`src/rtl/home_security_ctrl.sv`:
```
// Multi-zone security controller: keypad PIN entry, arm/disarm/change-PIN, entry delay, wrong-PIN lockout.
// Latency: all outputs are registered; inputs sampled at an edge are visible on the outputs after that edge.
// Backpressure: none; every input is consumed every cycle, and commands/digits are dropped while locked out.
module home_security_ctrl #(
   parameter int                      ZONES          = 4,
   parameter int                      PIN_DIGITS     = 4,
   parameter logic [4*PIN_DIGITS-1:0] DEFAULT_PIN    = 16'h1234,
   parameter int                      ENTRY_DELAY    = 8,
   parameter int                      MAX_ATTEMPTS   = 3,
   parameter int                      LOCKOUT_CYCLES = 16
) (
   input  logic             clk,
   input  logic             reset,
   input  logic [ZONES-1:0] trigger,
   input  logic [1:0]       command,
   input  logic [3:0]       digit,
   input  logic             input_digit,
   output logic             armed,
   output logic             alarm,
   output logic [3:0]       state,
   output logic [ZONES-1:0] zone_latched,
   output logic             locked_out
);

   localparam int PW = 4 * PIN_DIGITS;
   localparam int CW = $clog2(PIN_DIGITS + 1);
   localparam int AW = $clog2(MAX_ATTEMPTS + 1);
   localparam int LW = $clog2(LOCKOUT_CYCLES + 1);
   localparam int EW = (ENTRY_DELAY > 0) ? $clog2(ENTRY_DELAY + 1) : 1;
   // Entry timer load value; the zero-delay case never loads it.
   localparam int ENT_LOAD = (ENTRY_DELAY > 0) ? ENTRY_DELAY - 1 : 0;

   localparam logic [1:0] CMD_ARM    = 2'b01;
   localparam logic [1:0] CMD_DISARM = 2'b10;
   localparam logic [1:0] CMD_CHANGE = 2'b11;

   typedef enum logic [3:0] {
      DISARMED = 4'd0,
      ARMED    = 4'd1,
      ENTRY    = 4'd2,
      ALARM    = 4'd3,
      SET_PIN  = 4'd4
   } state_t;

   state_t             state_q, state_d;
   logic [PW-1:0]      pin_q, pin_d;
   logic [PW-1:0]      buf_q, buf_d;
   logic [CW-1:0]      cnt_q, cnt_d;
   logic [AW-1:0]      att_q, att_d;
   logic [LW-1:0]      lock_tmr_q, lock_tmr_d;
   logic [EW-1:0]      ent_tmr_q, ent_tmr_d;
   logic [ZONES-1:0]   zone_q, zone_d;
   logic               lock_q, lock_d;
   logic               armed_q, armed_d;
   logic               alarm_q, alarm_d;

   logic               cnt_full;
   logic               pin_ok;
   logic               cmd_eval;
   logic               applies;
   logic               disarm_ok;

   assign cnt_full = (cnt_q == CW'(PIN_DIGITS));
   assign pin_ok   = cnt_full && (buf_q == pin_q);
   assign cmd_eval = !lock_q && (command != 2'b00);

   // State register and all datapath registers, cleared by synchronous reset.
   always_ff @(posedge clk) begin
      if (reset) begin
         state_q    <= DISARMED;
         pin_q      <= DEFAULT_PIN;
         buf_q      <= '0;
         cnt_q      <= '0;
         att_q      <= '0;
         lock_tmr_q <= '0;
         ent_tmr_q  <= '0;
         zone_q     <= '0;
         lock_q     <= 1'b0;
         armed_q    <= 1'b0;
         alarm_q    <= 1'b0;
      end else begin
         state_q    <= state_d;
         pin_q      <= pin_d;
         buf_q      <= buf_d;
         cnt_q      <= cnt_d;
         att_q      <= att_d;
         lock_tmr_q <= lock_tmr_d;
         ent_tmr_q  <= ent_tmr_d;
         zone_q     <= zone_d;
         lock_q     <= lock_d;
         armed_q    <= armed_d;
         alarm_q    <= alarm_d;
      end
   end

   // Next-state logic: command evaluation, digit buffer, attempts/lockout, then zones and entry timer.
   always_comb begin
      state_d    = state_q;
      pin_d      = pin_q;
      buf_d      = buf_q;
      cnt_d      = cnt_q;
      att_d      = att_q;
      lock_tmr_d = lock_tmr_q;
      ent_tmr_d  = ent_tmr_q;
      zone_d     = zone_q;
      lock_d     = lock_q;
      applies    = 1'b0;
      disarm_ok  = 1'b0;

      if (cmd_eval) begin
         case (state_q)
            DISARMED: begin
               if (command == CMD_ARM || command == CMD_CHANGE) begin
                  applies = 1'b1;
                  if (pin_ok) state_d = (command == CMD_ARM) ? ARMED : SET_PIN;
               end
            end
            ARMED, ENTRY, ALARM: begin
               if (command == CMD_DISARM) begin
                  applies = 1'b1;
                  if (pin_ok) begin
                     disarm_ok = 1'b1;
                     state_d   = DISARMED;
                  end
               end
            end
            SET_PIN: begin
               if (command == CMD_CHANGE && cnt_full) begin
                  pin_d   = buf_q;
                  state_d = DISARMED;
               end else if (command == CMD_DISARM) begin
                  state_d = DISARMED;
               end
            end
            default: state_d = DISARMED;
         endcase
         // Any evaluated command consumes the buffer; a same-cycle digit is dropped.
         buf_d = '0;
         cnt_d = '0;
      end else if (lock_q) begin
         buf_d = '0;
         cnt_d = '0;
      end else if (input_digit) begin
         if (digit <= 4'd9) begin
            buf_d = PW'({buf_q, digit});
            cnt_d = cnt_full ? cnt_q : cnt_q + CW'(1);
         end else begin
            buf_d = '0;
            cnt_d = '0;
         end
      end

      // Wrong-PIN accounting; only commands meaningful in the current state count.
      if (applies) begin
         if (pin_ok) begin
            att_d = '0;
         end else if (att_q == AW'(MAX_ATTEMPTS - 1)) begin
            att_d      = '0;
            lock_d     = 1'b1;
            lock_tmr_d = LW'(LOCKOUT_CYCLES - 1);
         end else begin
            att_d = att_q + AW'(1);
         end
      end

      if (lock_q) begin
         if (lock_tmr_q == '0) lock_d = 1'b0;
         else                  lock_tmr_d = lock_tmr_q - LW'(1);
      end

      // A successful disarm overrides both the entry timeout and new triggers.
      if (disarm_ok) begin
         zone_d = '0;
      end else begin
         case (state_q)
            ARMED: begin
               zone_d = zone_q | trigger;
               if (|trigger) begin
                  if (ENTRY_DELAY == 0) begin
                     state_d = ALARM;
                  end else begin
                     state_d   = ENTRY;
                     ent_tmr_d = EW'(ENT_LOAD);
                  end
               end
            end
            ENTRY: begin
               zone_d = zone_q | trigger;
               if (ent_tmr_q == '0) state_d = ALARM;
               else                 ent_tmr_d = ent_tmr_q - EW'(1);
            end
            ALARM: zone_d = zone_q | trigger;
            default: ;
         endcase
      end

      armed_d = (state_d == ARMED) || (state_d == ENTRY) || (state_d == ALARM);
      alarm_d = (state_d == ALARM);
   end

   assign state        = state_q;
   assign armed        = armed_q;
   assign alarm        = alarm_q;
   assign zone_latched = zone_q;
   assign locked_out   = lock_q;

endmodule

```
`config.mk`:
```
export PLATFORM = sky130hd
export DESIGN_NAME = home_security_ctrl
export DESIGN_NICKNAME = d
export VERILOG_FILES = /design/src/rtl/home_security_ctrl.sv
export SDC_FILE = /design/constraint.sdc
export NUM_CORES = 1
export LEC_CHECK = 0
export ABC_AREA = 1
export ABC_CLOCK_PERIOD_IN_PS = 1530
export CAP_MARGIN = 10
export CORE_AREA = 2 2 85 128
export DETAILED_ROUTE_END_ITERATION = 8
export DIE_AREA = 0 0 87 130
export GPL_ROUTABILITY_DRIVEN = 0
export GPL_TIMING_DRIVEN = 0
export PLACE_DENSITY = 0.54
export SLEW_MARGIN = 15
export SYNTH_ARGS = -nofsm -noshare
export SYNTH_HDL_FRONTEND = slang
export SYNTH_SLANG_ARGS = --single-unit
```
`constraint.sdc`:
```
create_clock -name clk -period 1.53 [get_ports clk]
set_input_delay 0.306 -clock clk [delete_from_list [all_inputs] [get_ports clk]]
set_output_delay 0.306 -clock clk [all_outputs]
set_load 0.03 [all_outputs]
```
### After elaboration in Yosys (flattened, before gate mapping)

Index checks and enable logic that the tools add are counted.

* flip-flop bits (word level): 57
* input port bits: 13
* logic and storage cells: 92

* add/subtract/negate cells: 4
* $lt $le $gt $ge: 1
* equality and inequality tests: 16
* multiplexer cells: 39
* bitwise logic cells: 2
* reduce and logical (&&, ||, !) cells: 19

Operators by type and width (count)
* two-way mux 4 bit: 12
* two-way mux 5 bit: 5
* == test 16 bit: 1
* == test 4 x 2 -> 1 bit (second input constant): 4
* two-way mux 16 bit: 1
* case mux 4 bit (2 select lines): 2
* two-way mux 1 bit: 12
* case mux 4 bit (3 select lines): 1
* two-way mux 3 bit: 3
* == test 4 x 1 -> 1 bit (second input constant): 2
* logical NOT 4 bit: 2
* == test 2 bit (second input constant): 3
* inequality test 2 bit (second input constant): 3
* OR reduction 3 bit: 2
* logical NOT 5 bit: 1
* subtractor 5 x 1 -> 5 bit (second input constant): 1
* == test 4 x 3 -> 1 bit (second input constant): 1
* less-or-equal comparator 4 bit (second input constant): 1
* two-way mux 2 bit: 2
* OR 4 bit: 1
* AND reduction 4 bit: 1
* nonzero test 2 bit: 2
* OR reduction 4 bit: 1
* subtractor 4 x 1 -> 4 bit (second input constant): 1
* 12 further kinds: 16

### Logic depth before layout (Yosys ltp)

Gate-level depths: netlist of the first run.

* depth after elaboration: 12
* gate-level depth with buffers: 17
* gate-level depth less buffers: 17

### Worst setup path before layout of the first run

No wires, ideal clock.

* path kind: register to register
* from: register state_q[1], in the netlist state[1]
* to: register ent_tmr_q[3]
* setup time: 0.122 ns
* arrival time: 1.612 ns
* required time: 1.408 ns
* slack: -0.203 ns
* cell stages (with the launch flop): 9
* period minus slack after synthesis: 1.733 ns
* cell sequence: dfxtp_1 > inv_1 > nor3_4 > inv_2 > nor4_4 > a21oi_1 > nand2_2 > o21ai_1 > nor3b_2

* cells in the longest elaborated chain, start to end: 6

RTL lines
* from (decl): line 45 `state_t state_q, state_d;`
* from (signal assigned): line 82 `state_q <= state_d;`
* == test 4 x 2 -> 1 bit, or another cell as far along: line 111, 175
* OR reduction 3 bit (no line)
* two-way mux 1 bit: line 111 `case (state_q)`
* two-way mux 1 bit: line 110 `if (cmd_eval) begin`
* NOT 1 bit (no line)
* AND reduction 4 bit (no line)
* to (signal assigned): line 88 `ent_tmr_q <= ent_tmr_d;`
* to (decl): line 51 `logic [EW-1:0] ent_tmr_q, ent_tmr_d;`

Several ways; a longest one is shown, not always the timed one.
A chain may end at the register's enable or synchronous reset.

### Final worst setup path of the first run

* from: register cnt_q[0]
* to: register state_q[0], in the netlist state[0]

* cells in the longest elaborated chain, start to end: 9

RTL lines
* from (decl): line 48 `logic [CW-1:0] cnt_q, cnt_d;`
* from (signal assigned): line 85 `cnt_q <= cnt_d;`
* == test 3 bit (*): line 63 `assign cnt_full = (cnt_q == CW'(PIN_DIGITS));`
* logical AND 1 bit: line 64 `assign pin_ok = cnt_full && (buf_q == pin_q);`
* two-way mux 4 bit, on equally long branches: line 121, 115
* two-way mux 4 bit, on equally long branches: line 119, 113
* case mux 4 bit (3 select lines): line 111
* two-way mux 4 bit: line 110
* two-way mux 4 bit, on equally long branches: line 189, 178
* case mux 4 bit (2 select lines): line 175 `case (state_q)`
* two-way mux 4 bit (*): line 172 `if (disarm_ok) begin`

Mark *: on every way between the ends. The rest lies on a longest branch, timed or not.

==> flow_summary.ini, run 1 <==
[finish]
num-nets-final = 449
antenna_cells = 0
final_area_mm2 = 0.00383
mostFrequentLayoutCell = nand2_1
final_cells = 556
areaGrowthSynthToFinish_pct = 37.6
layout-drive-gt1-share = 0.261
post-route-util = 0.372
layout_common_cells = 65 x nand2_1, 50 x dfxtp_1, 48 x inv_1

[detailed_routing]
drtPass1Iterations = 4
vias_per_cell = 4.68
remaining_drc_errors = 0
wire_per_inst_um = 12.7
drt_iter0_markers = 57
wirelength_um = 7050
ant_nets = 0
via_count = 2601

[clock_network]
clock_latency_ps = 330
root_buffer = clkbuf_16
hold_buffers = 0
path_clk_slew_ps = 50
cts_tree = done
cts_buffer_depth = 2
clock-sinks = 57
numCtsBuffers = 9
htreeDepth = 3

[critical_path]
max_stage_delay_ps = 320
critPathRequiredTime_ps = 1720
path_delay_family = simple AND/OR/NAND/NOR gates
path_cells = inv_2, ha_4, nand2_4, inv_4, nand2_2, nor2_2, nand2_2, nor2_4, nand3_4, nor2_4, nand2_2, nand2_1, o21ai_1, inv_1, nand2_2, nand2_2, nor2_1
crit_arrival_ps = 2020
startpoint_type = flop
end_kind = flop
critical-path-slowest-cell = dfxtp_2
crit_type = flop to flop
cp_max_fo = 5
crit_top_cell = nand2_2
path_buf_inv = 3

[placement]
place_area_mm2 = 0.00321
port_buffers = 22
dpl.hpwl_um = 4890
place_inst = 526

[sta]
relSlewSlack = 0.545
tightest_slew_ps = 683
period_needed_ps = 1830
drv_slew = 0
setup_ws_ps = -298
hold_viol = 0
max_freq_mhz = 547
fin_worst_skew_ps = 5.32
min_period_over_period = 1.20
rsz0062_at_grt = true
whs_ps = 438
setup_viol = 35

[logic_synthesis]
syn-num-nets = 402
synth-edff-count = 0
ys_warn_count = 0
ys.flop_type = dfxtp_1
synthesis.area_mm2 = 0.00279
synthCells = 384
async_reset_ff_frac = 0
avgSynthCellArea_um2 = 7.26
yosys.cell_types.count = 37
synth-seq-area-share = 0.409
synth_seq_cells = 57

[global_route]
antenna_found_initial = 0
grt_max_degree = 11
grtUsageTotal = 0.138
grt_first_pass_wirelength_um = 11900
grt_pass1_vias = 2578
overflow = 0

[flow_run]
max_cap_violations = 0

[power]
p_leak_nw = 1.65
power_density_mw_per_mm2 = 1340
p_total_w = 0.00514
ir_drop_v = 0.000753

[outcome]
status = finished, violations left
violations = setup timing

[floorplan]
die_x_um = 87
dieHeight_um = 130
rows = 46
ioPinCount = 24
start_util = 0.271
die-area_mm2 = 0.0113
coreArea_mm2 = 0.0103

[worst_hold_path]
hold_class = flop to flop
[Yosys cell counts (3+ instances only)]
| master | n | area [um2] |
|---|---|---|
| nand2_2 | 3 | 18.8 |
| o21ai_0 | 12 | 60.1 |
| xnor2_1 | 7 | 61.3 |
| a211oi_1 | 16 | 120 |
| inv_2 | 11 | 41.3 |
| dfxtp_1 | 57 | 1140 |
| inv_1 | 52 | 195 |
| nand2_1 | 85 | 319 |
| nand3_1 | 11 | 55.1 |
| nor2_2 | 5 | 31.3 |
| o211ai_1 | 8 | 60.1 |
| a21oi_1 | 30 | 150 |
| ha_1 | 5 | 62.6 |
| nor2_1 | 40 | 150 |
| nor3_1 | 7 | 35.0 |
| o21ai_1 | 4 | 20.0 |
| clkbuf_1 | 5 | 18.8 |
[metrics by stage]
stage	worst slack [ps]	TNS, ps
5_1_grt	-441	-11930
6_report	-298	-6740
3_5_place_dp	-914	-30740
4_1_cts	-311	-5580
2_1_floorplan	-132	-690
3_3_place_gp	-905	-30190
[cell type report]
type                    instances  area (um2)
fillers                      1079        6470
repair buffers                 37         368
clock inverters                 2        10.0
plain buffers                   8        47.5
multi-input cells             254        1580
well taps                     120         150
inverters                      64         245
clock buffers                  14         284
flip-flops and latches         57        1150
[report_power, final]
group          internal, W  total, W  switching, W
logic             0.000549   0.00145      0.000904
clock network      0.00126   0.00194      0.000674
registers          0.00162   0.00175      0.000129
[state kept, by name, summed over array words and instances (netlist names)]
name / cells
lock_tmr_q: 5
pin_q: 16
state: 4
ent_tmr_q: 4
cnt_q: 3
buf_q: 16
alarm: 1
armed: 1
locked_out: 1
zone_latched: 4
att_q: 2
[what timing repair did]
action / in CTS / in global routing
pin swaps: 9 / 9
setup buffers: 7 / 7
setup endpoints to repair: 62 / 47
gates cloned: 2 / 0
resized for setup: 34 / 44
[kinds of logic (layout without fill, tap and decap cells)]
logic type,Yosys count,after routing,share of synthesized area
XOR/XNOR,9,9,0.0283
AO/OA/AOI/OAI,74,74,0.162
AND/OR/NAND/NOR,166,166,0.274
buffers and inverters,73,125,0.103
adder cells (fa/ha/maj),5,5,0.0224
flip-flops,57,57,0.409
[metal layers]
metal	up-vias	share of wire	track usage
met2	35	0.53	0.247
met1	1218	0.41	0.152
li1	1336	-	-
met5	-	0	0
met4	0	0.024	0.0551
met3	12	0.035	0.0392
[final timing paths]
check	startpoint	end	cells past startpoint	slack, ps
min reg2reg	zone_latched[2]$_SDFFE_PP0P_	zone_latched[2]$_SDFFE_PP0P_	2	440
max	cnt_q[0]$_SDFFE_PP0P_	state[0]$_SDFF_PP0_	17	-300
min	zone_latched[2]$_SDFFE_PP0P_	zone_latched[2]$_SDFFE_PP0P_	2	440
max reg2reg	cnt_q[0]$_SDFFE_PP0P_	state[0]$_SDFF_PP0_	17	-300
[worst min-delay path: cells and delay by family, from the launching register on]
family	cells	cell delay (ps)
flops	1	300
compound gates	1	50
buf+inv	1	40
Power figures use the tool's default switching activity.
==> run 2, diff against run 1 <==
ABC_CLOCK_PERIOD_IN_PS = unset   (was 1530)
==> results of run 2 <==
The final DEF is identical to that of run 1; final timing and power are the same.
